`config.mk`:
```
export PLATFORM = sky130hd
export DESIGN_NAME = led_breathe
export DESIGN_NICKNAME = d
export VERILOG_FILES = /design/src/rtl/led_breathe.sv
export SDC_FILE = /design/constraint.sdc
export NUM_CORES = 1
export LEC_CHECK = 0
export ABC_CLOCK_PERIOD_IN_PS = 3700
export BUFFER_PORTS_ARGS = -buffer_cell sky130_fd_sc_hd__buf_2
export CAP_MARGIN = 20
export CORE_ASPECT_RATIO = 0.8
export CORE_MARGIN = 2
export CORE_UTILIZATION = 64
export DETAILED_ROUTE_END_ITERATION = 12
export PLACE_DENSITY = 0.87
export SLEW_MARGIN = 20
export SYNTH_ARGS = -nofsm -noshare
export SYNTH_HDL_FRONTEND = slang
export SYNTH_SLANG_ARGS = --single-unit
```
`constraint.sdc`:
```
create_clock -name clk -period 3.7 [get_ports clk]
set_clock_uncertainty 0.05 [all_clocks]
set_input_delay 0.37 -clock clk [delete_from_list [all_inputs] [get_ports clk]]
set_output_delay 0.37 -clock clk [all_outputs]
set_load 0.01 [all_outputs]
```
`src/rtl/led_breathe.sv`:
```
// Breathing-LED driver: a free-running PWM counter compared against a level that
// a four-phase FSM ramps up, holds, ramps down and holds again, one step per tick.
module led_breathe #(
  parameter int WIDTH = 8,
  parameter int STEP  = 1,
  parameter int HOLD  = 16
) (
  input  logic             clk,
  input  logic             resetn,
  input  logic             en,
  input  logic             tick,
  output logic             led,
  output logic [WIDTH-1:0] level,
  output logic [2:0]       state
);

  localparam int HW = $clog2(HOLD + 1);
  localparam logic [WIDTH-1:0] MAX_L     = {WIDTH{1'b1}};
  localparam logic [WIDTH:0]   STEP_W    = (WIDTH+1)'(STEP);
  localparam logic [HW-1:0]    HOLD_LAST = HW'(HOLD - 1);

  typedef enum logic [2:0] {
    S_IDLE    = 3'd0,
    S_RISE    = 3'd1,
    S_HOLD_HI = 3'd2,
    S_FALL    = 3'd3,
    S_HOLD_LO = 3'd4
  } state_t;

  state_t           state_q, state_d;
  logic [WIDTH-1:0] level_q, level_d;
  logic [WIDTH-1:0] pwm_cnt;
  logic [HW-1:0]    hold_q, hold_d;
  logic             led_q;

  // One extra bit on the sum so a large STEP near the top saturates instead of wrapping.
  logic [WIDTH:0] rise_sum;
  logic           ramp_top, ramp_bot, hold_done;

  assign rise_sum  = {1'b0, level_q} + STEP_W;
  assign ramp_top  = rise_sum >= {1'b0, MAX_L};
  assign ramp_bot  = {1'b0, level_q} <= STEP_W;
  assign hold_done = hold_q == HOLD_LAST;

  always_ff @(posedge clk or negedge resetn) begin
    if (!resetn) state_q <= S_IDLE;
    else         state_q <= state_d;
  end

  always_comb begin
    state_d = state_q;
    if (!en) begin
      state_d = S_IDLE;
    end else begin
      case (state_q)
        S_IDLE:    state_d = S_RISE;
        S_RISE:    if (tick && ramp_top)  state_d = S_HOLD_HI;
        S_HOLD_HI: if (tick && hold_done) state_d = S_FALL;
        S_FALL:    if (tick && ramp_bot)  state_d = S_HOLD_LO;
        S_HOLD_LO: if (tick && hold_done) state_d = S_RISE;
        default:   state_d = S_IDLE;
      endcase
    end
  end

  // Level and hold counter only move on a tick in an active phase.
  always_comb begin
    level_d = level_q;
    hold_d  = hold_q;
    if (!en) begin
      level_d = '0;
      hold_d  = '0;
    end else if (tick) begin
      case (state_q)
        S_RISE: begin
          if (ramp_top) begin
            level_d = MAX_L;
            hold_d  = '0;
          end else begin
            level_d = rise_sum[WIDTH-1:0];
          end
        end
        S_FALL: begin
          if (ramp_bot) begin
            level_d = '0;
            hold_d  = '0;
          end else begin
            level_d = level_q - STEP_W[WIDTH-1:0];
          end
        end
        S_HOLD_HI, S_HOLD_LO: hold_d = hold_done ? '0 : hold_q + 1'b1;
        default: ;
      endcase
    end
  end

  always_ff @(posedge clk or negedge resetn) begin
    if (!resetn) begin
      level_q <= '0;
      hold_q  <= '0;
      pwm_cnt <= '0;
      led_q   <= 1'b0;
    end else begin
      level_q <= level_d;
      hold_q  <= hold_d;
      pwm_cnt <= en ? pwm_cnt + 1'b1 : '0;
      led_q   <= en && (pwm_cnt < level_q);
    end
  end

  assign led   = led_q;
  assign level = level_q;
  assign state = state_q;

endmodule
```
==> summary.md, run 1 <==
| Metric | Value |
|---|---|
| Async S/R FF share, synth | `100%` |
| Layout area overhead | `6.23%` |
| # DRC | `0` |
| Total CTS buffers | `3` |
| Die Ht | `53.9 um` |
| Post-DP HPWL | `3.07 mm` |
| Worst-path cell chain | `inv_1 -> ha_1 -> or2_1 -> and4_1 -> or3_1 -> a311oi_1 -> a211oi_1` |
| Fin crit period | `2.54 ns` |
| WL final | `4.17 mm` |
| Worst EP required | `3.81 ns` |
| Vias in the first global route | `1496` |
| Core box area | `3020 sq um` |
| Slew Limit Fails | `0` |
| RSZ-0062 raised after global routing | `false` |
| Distinct cell type count after synthesis | `66` |
| CP Max Fanout | `13` |
| Flop and latch count out of synthesis | `25` |
| RePlAce Congestion | `0.945` |
| IO Port Bufs | `15` |
| Vias post-DR | `1724` |
| Post-route ant nets | `0` |
| Met2 Use GR | `41.2%` |
| N_diodes | `0` |
| Initial drt markers | `166` |
| # H-tree levels | `1` |
| CP arrival | `2.64 ns` |
| Max_cap viols | `0` |
| Cells after Synth | `229` |
| Measured slew at the worst slew-check pin | `0.583 ns` |
| Setup Total Neg Slack | `0 ns` |
| M3 GR Usage | `4.81%` |
| Kind of critical path | `flop to flop` |
| CTS Buffer Depth | `2` |
| Max-slew headroom | `61.1%` |
| VDD IR max | `288 uV` |
| FF-to-FF End | `state[1]` |
| CTS tree | `done` |
| Antenna violations before repair | `0` |
| Router iterations before antenna repair | `4` |
| Grt total ovfl | `0` |
| Setup bufs post-CTS | `0` |
| Root Buffer | `clkbuf_8` |
| Share of the synthesized area in the top cell type | `31.4%` |
| Final Hold Viols | `0` |
| Post-CTS sizing | `0` |
| Cell accounting for the most synthesized area | `dfrtp_1` |
| Met1 usage | `36.5%` |
| Busiest grt layer | `met2` |
| Worst-path clk slew | `0.09 ns` |
| Share of cells above drive strength 1 | `15.1%` |
| Post-synth EDFFs | `0` |
| Worst min path class | `input pin to asynchronous set/reset pin` |
| Fin crit share | `68.5%` |
| Max Clock Freq | `394 MHz` |
| Mapped Area | `1990 sq um` |
| Nets | `256` |
| Drt wl/cell | `15.0 um` |
| Status | `finished, final reports clean` |
| Setup crit start kind | `flop` |
| Clock Sink Count | `25` |
| Critical R2R Launch | `level[0]` |
| Die X | `66.3 um` |
| Pwr per Cell Area | `458 nW/um^2` |
| Cts hold-fix bufs | `0` |
| Setup violators final | `0` |
| Clock Latency Late Sink | `0.28 ns` |
| Syn Nets | `246` |
| Slowest CP cell | `dfrtp_1` |
| Vias per std cell | `6.20` |
| Critical Path End Type | `flop` |
| WP buf/inv | `1` |
| Final instance area | `2110 sq um` |
| Synth top area cells | `dfrtp_1, ha_1, nand2_1, and2_1, a21o_1` |
| Sequential share of the synthesized area | `31.4%` |
| CP top delay family | `simple AND/OR/NAND/NOR gates` |
| R2R setup slack | `1.17 ns` |
| Initial core utilization | `65.9%` |
| I/O Pins | `16` |
| Leakage | `0.939 nW` |
| First-pass GRT wire length | `6.95 mm` |
| Num rows | `18` |
| Post-synth top flop | `dfrtp_1` |
| Mapped Avg Cell Area | `8.69 sq um` |
| R2R cell count | `7` |
| Post-DP Area | `2060 sq um` |
| Total die area | `3570 sq um` |
| GRT Util Overall | `25.6%` |
| CP peak stage delay | `0.60 ns` |
| Synth warn | `0` |
| Largest net degree at the start of global routing | `26` |
==> logic make-up after synthesis <==
logic type / synth area share (%)
simple gates: 26.7
compound gates: 23.6
flops: 31.4
buf+inv: 4.97
fa+ha+maj: 8.18
xor+xnor: 3.96
mux: 1.07
==> layout make-up <==
| type | instances | area [sq um] |
|---|---|---|
| Fill cell | 237 | 905 |
| Inverter | 11 | 41.3 |
| Sequential cell | 25 | 626 |
| Clock inverter | 1 | 7.51 |
| Tap cell | 40 | 50.0 |
| Multi-Input combinational cell | 182 | 1260 |
| Timing Repair Buffer | 16 | 82.6 |
| Clock buffer | 3 | 41.3 |
==> cell usage after synthesis, types with 2 or more instances <==
| master | count |
|---|---|
| dfrtp_1 | 25 |
| nand2_1 | 20 |
| ha_1 | 13 |
| nor2_1 | 13 |
| a21oi_1 | 11 |
| o21ai_0 | 11 |
| and2_1 | 10 |
| inv_1 | 10 |
| a21o_1 | 8 |
| nand3_1 | 8 |
| nor3_1 | 7 |
| and3_1 | 6 |
| a211oi_1 | 5 |
| clkbuf_1 | 5 |
| nor2b_1 | 5 |
| xnor2_1 | 5 |
| buf_2 | 4 |
| xor2_1 | 4 |
| a31oi_1 | 3 |
| nand4_1 | 3 |
| nor3_2 | 2 |
| nor4_1 | 2 |
| nor4b_1 | 2 |
| o21a_1 | 2 |
| o21ai_1 | 2 |
| o31ai_1 | 2 |
| or3_1 | 2 |
==> flip-flops by register name, summed over array words and instances, names as in the netlist <==
name,flops
hold_q,5
led,1
level,8
pwm_cnt,8
state,3
==> where the power goes <==
part / leakage, nW / internal (mW) / switching, mW
sequential: 0.342 / 0.309 / 0.0769
clock: 0.0217 / 0.0766 / 0.0946
combinational: 0.575 / 0.171 / 0.240
==> through the flow <==
stage	util (%)	power [mW]	setup WS [ns]	hold slack, ns	cells
2_1_floorplan	-	0.700	1.39	0.0244	229
3_3_place_gp	68.4	0.787	1.27	0.344	274
3_5_place_dp	68.4	0.795	1.19	0.347	274
4_1_cts	70.0	0.970	1.17	0.0425	278
5_1_grt	70.0	1.04	1.01	0.0686	278
6_report	70.0	0.968	1.17	0.0313	278
==> how the worst max path moves through the flow <==
| stage | from | to | slack [ns] | cells after the start |
|---|---|---|---|---|
| 6_report | level[0] | state[1] | 1.17 | 7 |
| 5_1_grt | level[0] | state[1] | 1.01 | 7 |
| 4_1_cts | level[0] | state[1] | 1.17 | 7 |
| 3_5_place_dp | level[0] | state[1] | 1.19 | 7 |
| 3_3_place_gp | level[0] | state[1] | 1.27 | 7 |
| 2_1_floorplan | level[0] | state[1] | 1.39 | 8 |
==> cells in the final DEF, fill, tap and decap left out, types with 2 or more instances in the layout <==
cell      instances
o21ai_0          11
clkbuf_8          3
nor4_1            2
xnor2_1           5
a21o_1            8
nor3_2            2
nand3_1           8
or3_1             2
o21ai_1           2
ha_1             13
nor2b_1           5
nand4_1           3
inv_1            10
a21oi_1          11
and3_1            6
dfrtp_1          25
nor3_1            7
and2_1           10
a31oi_1           3
nand2_1          20
buf_2            15
a211oi_1          5
nor2_1           13
xor2_1            4
o21a_1            2
o31ai_1           2
nor4b_1           2
==> routing by layer <==
layer	vias to the layer above	wire (um)
met2	60	1840
met5	-	0
met1	802	2070
met4	0	21
li1	858	-
met3	4	250
No activity file was read; power rests on OpenSTA's default activity.
==> run 2, diff against run 1 <==
--- a/config.mk
+++ b/config.mk
@@ -5,14 +5,14 @@
 export SDC_FILE = /design/constraint.sdc
 export NUM_CORES = 1
 export LEC_CHECK = 0
-export ABC_CLOCK_PERIOD_IN_PS = 3700
+export ABC_CLOCK_PERIOD_IN_PS = 2550
 export BUFFER_PORTS_ARGS = -buffer_cell sky130_fd_sc_hd__buf_2
 export CAP_MARGIN = 20
 export CORE_ASPECT_RATIO = 0.8
 export CORE_MARGIN = 2
-export CORE_UTILIZATION = 64
+export CORE_UTILIZATION = 60
 export DETAILED_ROUTE_END_ITERATION = 12
-export PLACE_DENSITY = 0.87
+export PLACE_DENSITY = 0.83
 export SLEW_MARGIN = 20
 export SYNTH_ARGS = -nofsm -noshare
 export SYNTH_HDL_FRONTEND = slang
==> constraint.sdc (replaced) <==
create_clock -name clk -period 2.55 [get_ports clk]
set_clock_uncertainty 0.05 [all_clocks]
set_input_delay 0.255 -clock clk [delete_from_list [all_inputs] [get_ports clk]]
set_output_delay 0.255 -clock clk [all_outputs]
set_load 0.01 [all_outputs]
==> run 2 against run 1 <==
Final cell count increased by 2.2%; flip-flop and latch count unchanged; power increased by 48%; first-iteration DRC count is 18% higher; combinational power grew 57%; critical endpoint unchanged; sequential power rose by 42%.
==> summary.md, run 2 (synthesis results as in run 1) <==
| Metric | Value |
|---|---|
| FF-to-FF End | `state[1] (unchanged)` |
| Post-DP Area | `2100 sq um (was 2060 sq um)` |
| Drt wl/cell | `15.3 um (was 15.0 um)` |
| Critical R2R Launch | `level[1] (was level[0])` |
| CTS Buffer Depth | `2 (unchanged)` |
| Worst min path class | `input pin to flop (was input pin to asynchronous set/reset pin)` |
| Final Hold Viols | `0 (unchanged)` |
| Max Clock Freq | `414 MHz (was 394 MHz)` |
| CP top delay family | `simple AND/OR/NAND/NOR gates (unchanged)` |
| # H-tree levels | `1 (unchanged)` |
| Total die area | `3800 sq um (was 3570 sq um)` |
| WL final | `4.34 mm (was 4.17 mm)` |
| Worst-path cell chain | `inv_1 -> ha_1 -> or2_1 -> and4_1 -> or3_1 -> a311oi_1 -> a211oi_1 (unchanged)` |
| Sw frac | `42.1% (was 42.5%)` |
| Sw Pwr | `0.601 mW (was 0.412 mW)` |
| Status | `finished, final reports clean (unchanged)` |
| CP Max Fanout | `10 (was 13)` |
| Min-delay src | `tick` |
| Share of cells above drive strength 1 | `17.2% (was 15.1%)` |
| Clock Sink Count | `25 (unchanged)` |
| R2R cell count | `7 (unchanged)` |
| Commonest non-fill, non-tap cell in the layout | `dfrtp_1 (unchanged)` |
| Router iterations before antenna repair | `5 (was 4)` |
| Vias in the first global route | `1538 (was 1496)` |
| Vias per std cell | `6.29 (was 6.20)` |
| Max-slew headroom | `62.0% (was 61.1%)` |
| Root Buffer | `clkbuf_8 (unchanged)` |
| Antenna violations before repair | `0 (unchanged)` |
| CP arrival | `2.52 ns (was 2.64 ns)` |
| Worst EP required | `2.65 ns (was 3.81 ns)` |
| Grt total ovfl | `0 (unchanged)` |
| Total CTS buffers | `3 (unchanged)` |
| Post-route ant nets | `0 (unchanged)` |
| Setup Total Neg Slack | `0 ns (unchanged)` |
| I/O Pins | `16 (unchanged)` |
| WP buf/inv | `1 (unchanged)` |
| Initial core utilization | `63.5% (was 65.9%)` |
| Commonest cells after routing, fill and taps aside | `dfrtp_1, nand2_1, buf_2, nor2_1, ha_1 (unchanged)` |
| First-pass GRT wire length | `7.43 mm (was 6.95 mm)` |
| Die X | `68.4 um (was 66.3 um)` |
| R2R setup slack | `0.14 ns (was 1.17 ns)` |
| Reg power frac | `38.2% (was 39.8%)` |
| Fin crit period | `2.41 ns (was 2.54 ns)` |
| Slowest CP cell | `dfrtp_2 (was dfrtp_1)` |
| Critical Path End Type | `flop (unchanged)` |
| RePlAce Congestion | `0.858 (was 0.945)` |
| Largest net degree at the start of global routing | `26 (unchanged)` |
| Num rows | `18 (unchanged)` |
| VDD IR max | `369 uV (was 288 uV)` |
| IO Port Bufs | `15 (unchanged)` |
| Measured slew at the worst slew-check pin | `0.571 ns (was 0.583 ns)` |
| Layout area overhead | `8.55% (was 6.23%)` |
| Setup bufs post-CTS | `0 (unchanged)` |
| Fin crit share | `94.7% (was 68.5%)` |
| Clock Latency Late Sink | `0.27 ns (was 0.28 ns)` |
| Number of fillers in the final layout | `255 (was 237)` |
| P_int | `0.827 mW (was 0.556 mW)` |
| CTS tree | `done (unchanged)` |
| Worst-path clk slew | `0.09 ns (about the same)` |
| Kind of critical path | `flop to flop (unchanged)` |
| Core box area | `3130 sq um (was 3020 sq um)` |
| Vias post-DR | `1786 (was 1724)` |
| FF+latch area | `627 sq um (was 626 sq um)` |
| Hold path cells | `3` |
| Die Ht | `55.5 um (was 53.9 um)` |
| Clk network pwr share | `16.6% (was 17.7%)` |
| Post-layout util | `69.0% (was 70.0%)` |
| Setup violators final | `0 (unchanged)` |
| # DRC | `0 (unchanged)` |
| Max_cap viols | `0 (unchanged)` |
| Initial drt markers | `196 (was 166)` |
| N_diodes | `0 (unchanged)` |
| RSZ-0062 raised after global routing | `false (unchanged)` |
| Combinational share of power | `45.1% (was 42.5%)` |
| Multi-input gate area | `1260 sq um (unchanged)` |
| Post-DP HPWL | `3.27 mm (was 3.07 mm)` |
| Worst Hold End | `state[1]` |
| Final hold slack | `0.277 ns (was 0.0313 ns)` |
| Slew Limit Fails | `0 (unchanged)` |
| Leakage | `0.970 nW (was 0.939 nW)` |
| CP peak stage delay | `0.47 ns (was 0.60 ns)` |
| Final instance area | `2160 sq um (was 2110 sq um)` |
| GRT Util Overall | `25.3% (was 25.6%)` |
| Setup crit start kind | `flop (unchanged)` |
| Nets | `262 (was 256)` |
| Pwr per Cell Area | `661 nW/um^2 (was 458 nW/um^2)` |
## run 2: how the worst max path moves through the flow
stage          slack, ns      from  endpoint  cells past startpoint
3_5_place_dp        0.12  level[1]  state[1]                      7
4_1_cts             0.09  level[1]  state[1]                      7
2_1_floorplan       0.24  level[0]  state[1]                      8
6_report            0.14  level[1]  state[1]                      7
3_3_place_gp        0.21  level[1]  state[1]                      7
5_1_grt             0.05  level[1]  state[1]                      7
## run 2: final cells by class
cell class,instances,share of cell area (%)
timing repair buffer,22,6.03
clock buffer,3,1.91
inverter,11,1.91
tap,40,2.32
multi-input combinational,182,58.6
sequential,25,29.0
clock inverter,1,0.232
## run 2: stage by stage
step	setup WS (ns)	std cells	power [mW]
2_1_floorplan	0.236	229	1.02
3_3_place_gp	0.213	279	1.17
3_5_place_dp	0.116	279	1.18
4_1_cts	0.0910	284	1.43
5_1_grt	0.0475	284	1.54
6_report	0.136	284	1.43
## run 2: power groups by stage
stage          combinational [mW]  sequential (mW)  clock [mW]
2_1_floorplan               0.497            0.519           0
3_3_place_gp                0.618            0.549           0
3_5_place_dp                0.630            0.551           0
4_1_cts                     0.637            0.544       0.245
5_1_grt                     0.719            0.559       0.266
6_report                    0.645            0.546       0.238
## run 2: layer usage
| layer | up-vias | GRT usage, % | routed length, um |
|---|---|---|---|
| met3 | 8 | 5.30 | 326 |
| met4 | 0 | 4.86 | 52 |
| met2 | 72 | 34.9 | 1910 |
| li1 | 869 | - | - |
| met1 | 837 | 40.6 | 2050 |
| met5 | - | 0 | 0 |
## run 2: timing repair
action                                  in CTS  in global routing
endpoints found under the hold margin       25                  0
resized for setup                            0                  1
endpoints found under the setup margin       0                  5
hold buffers                                 1                  0
## run 2: worst reg2reg max path: stages, from the launching register on
cell,delay (ns)
dfrtp_2,0.47
inv_1,0.13
ha_1,0.25
or2_1,0.29
and4_1,0.22
or3_1,0.46
a311oi_1,0.32
a211oi_1,0.11
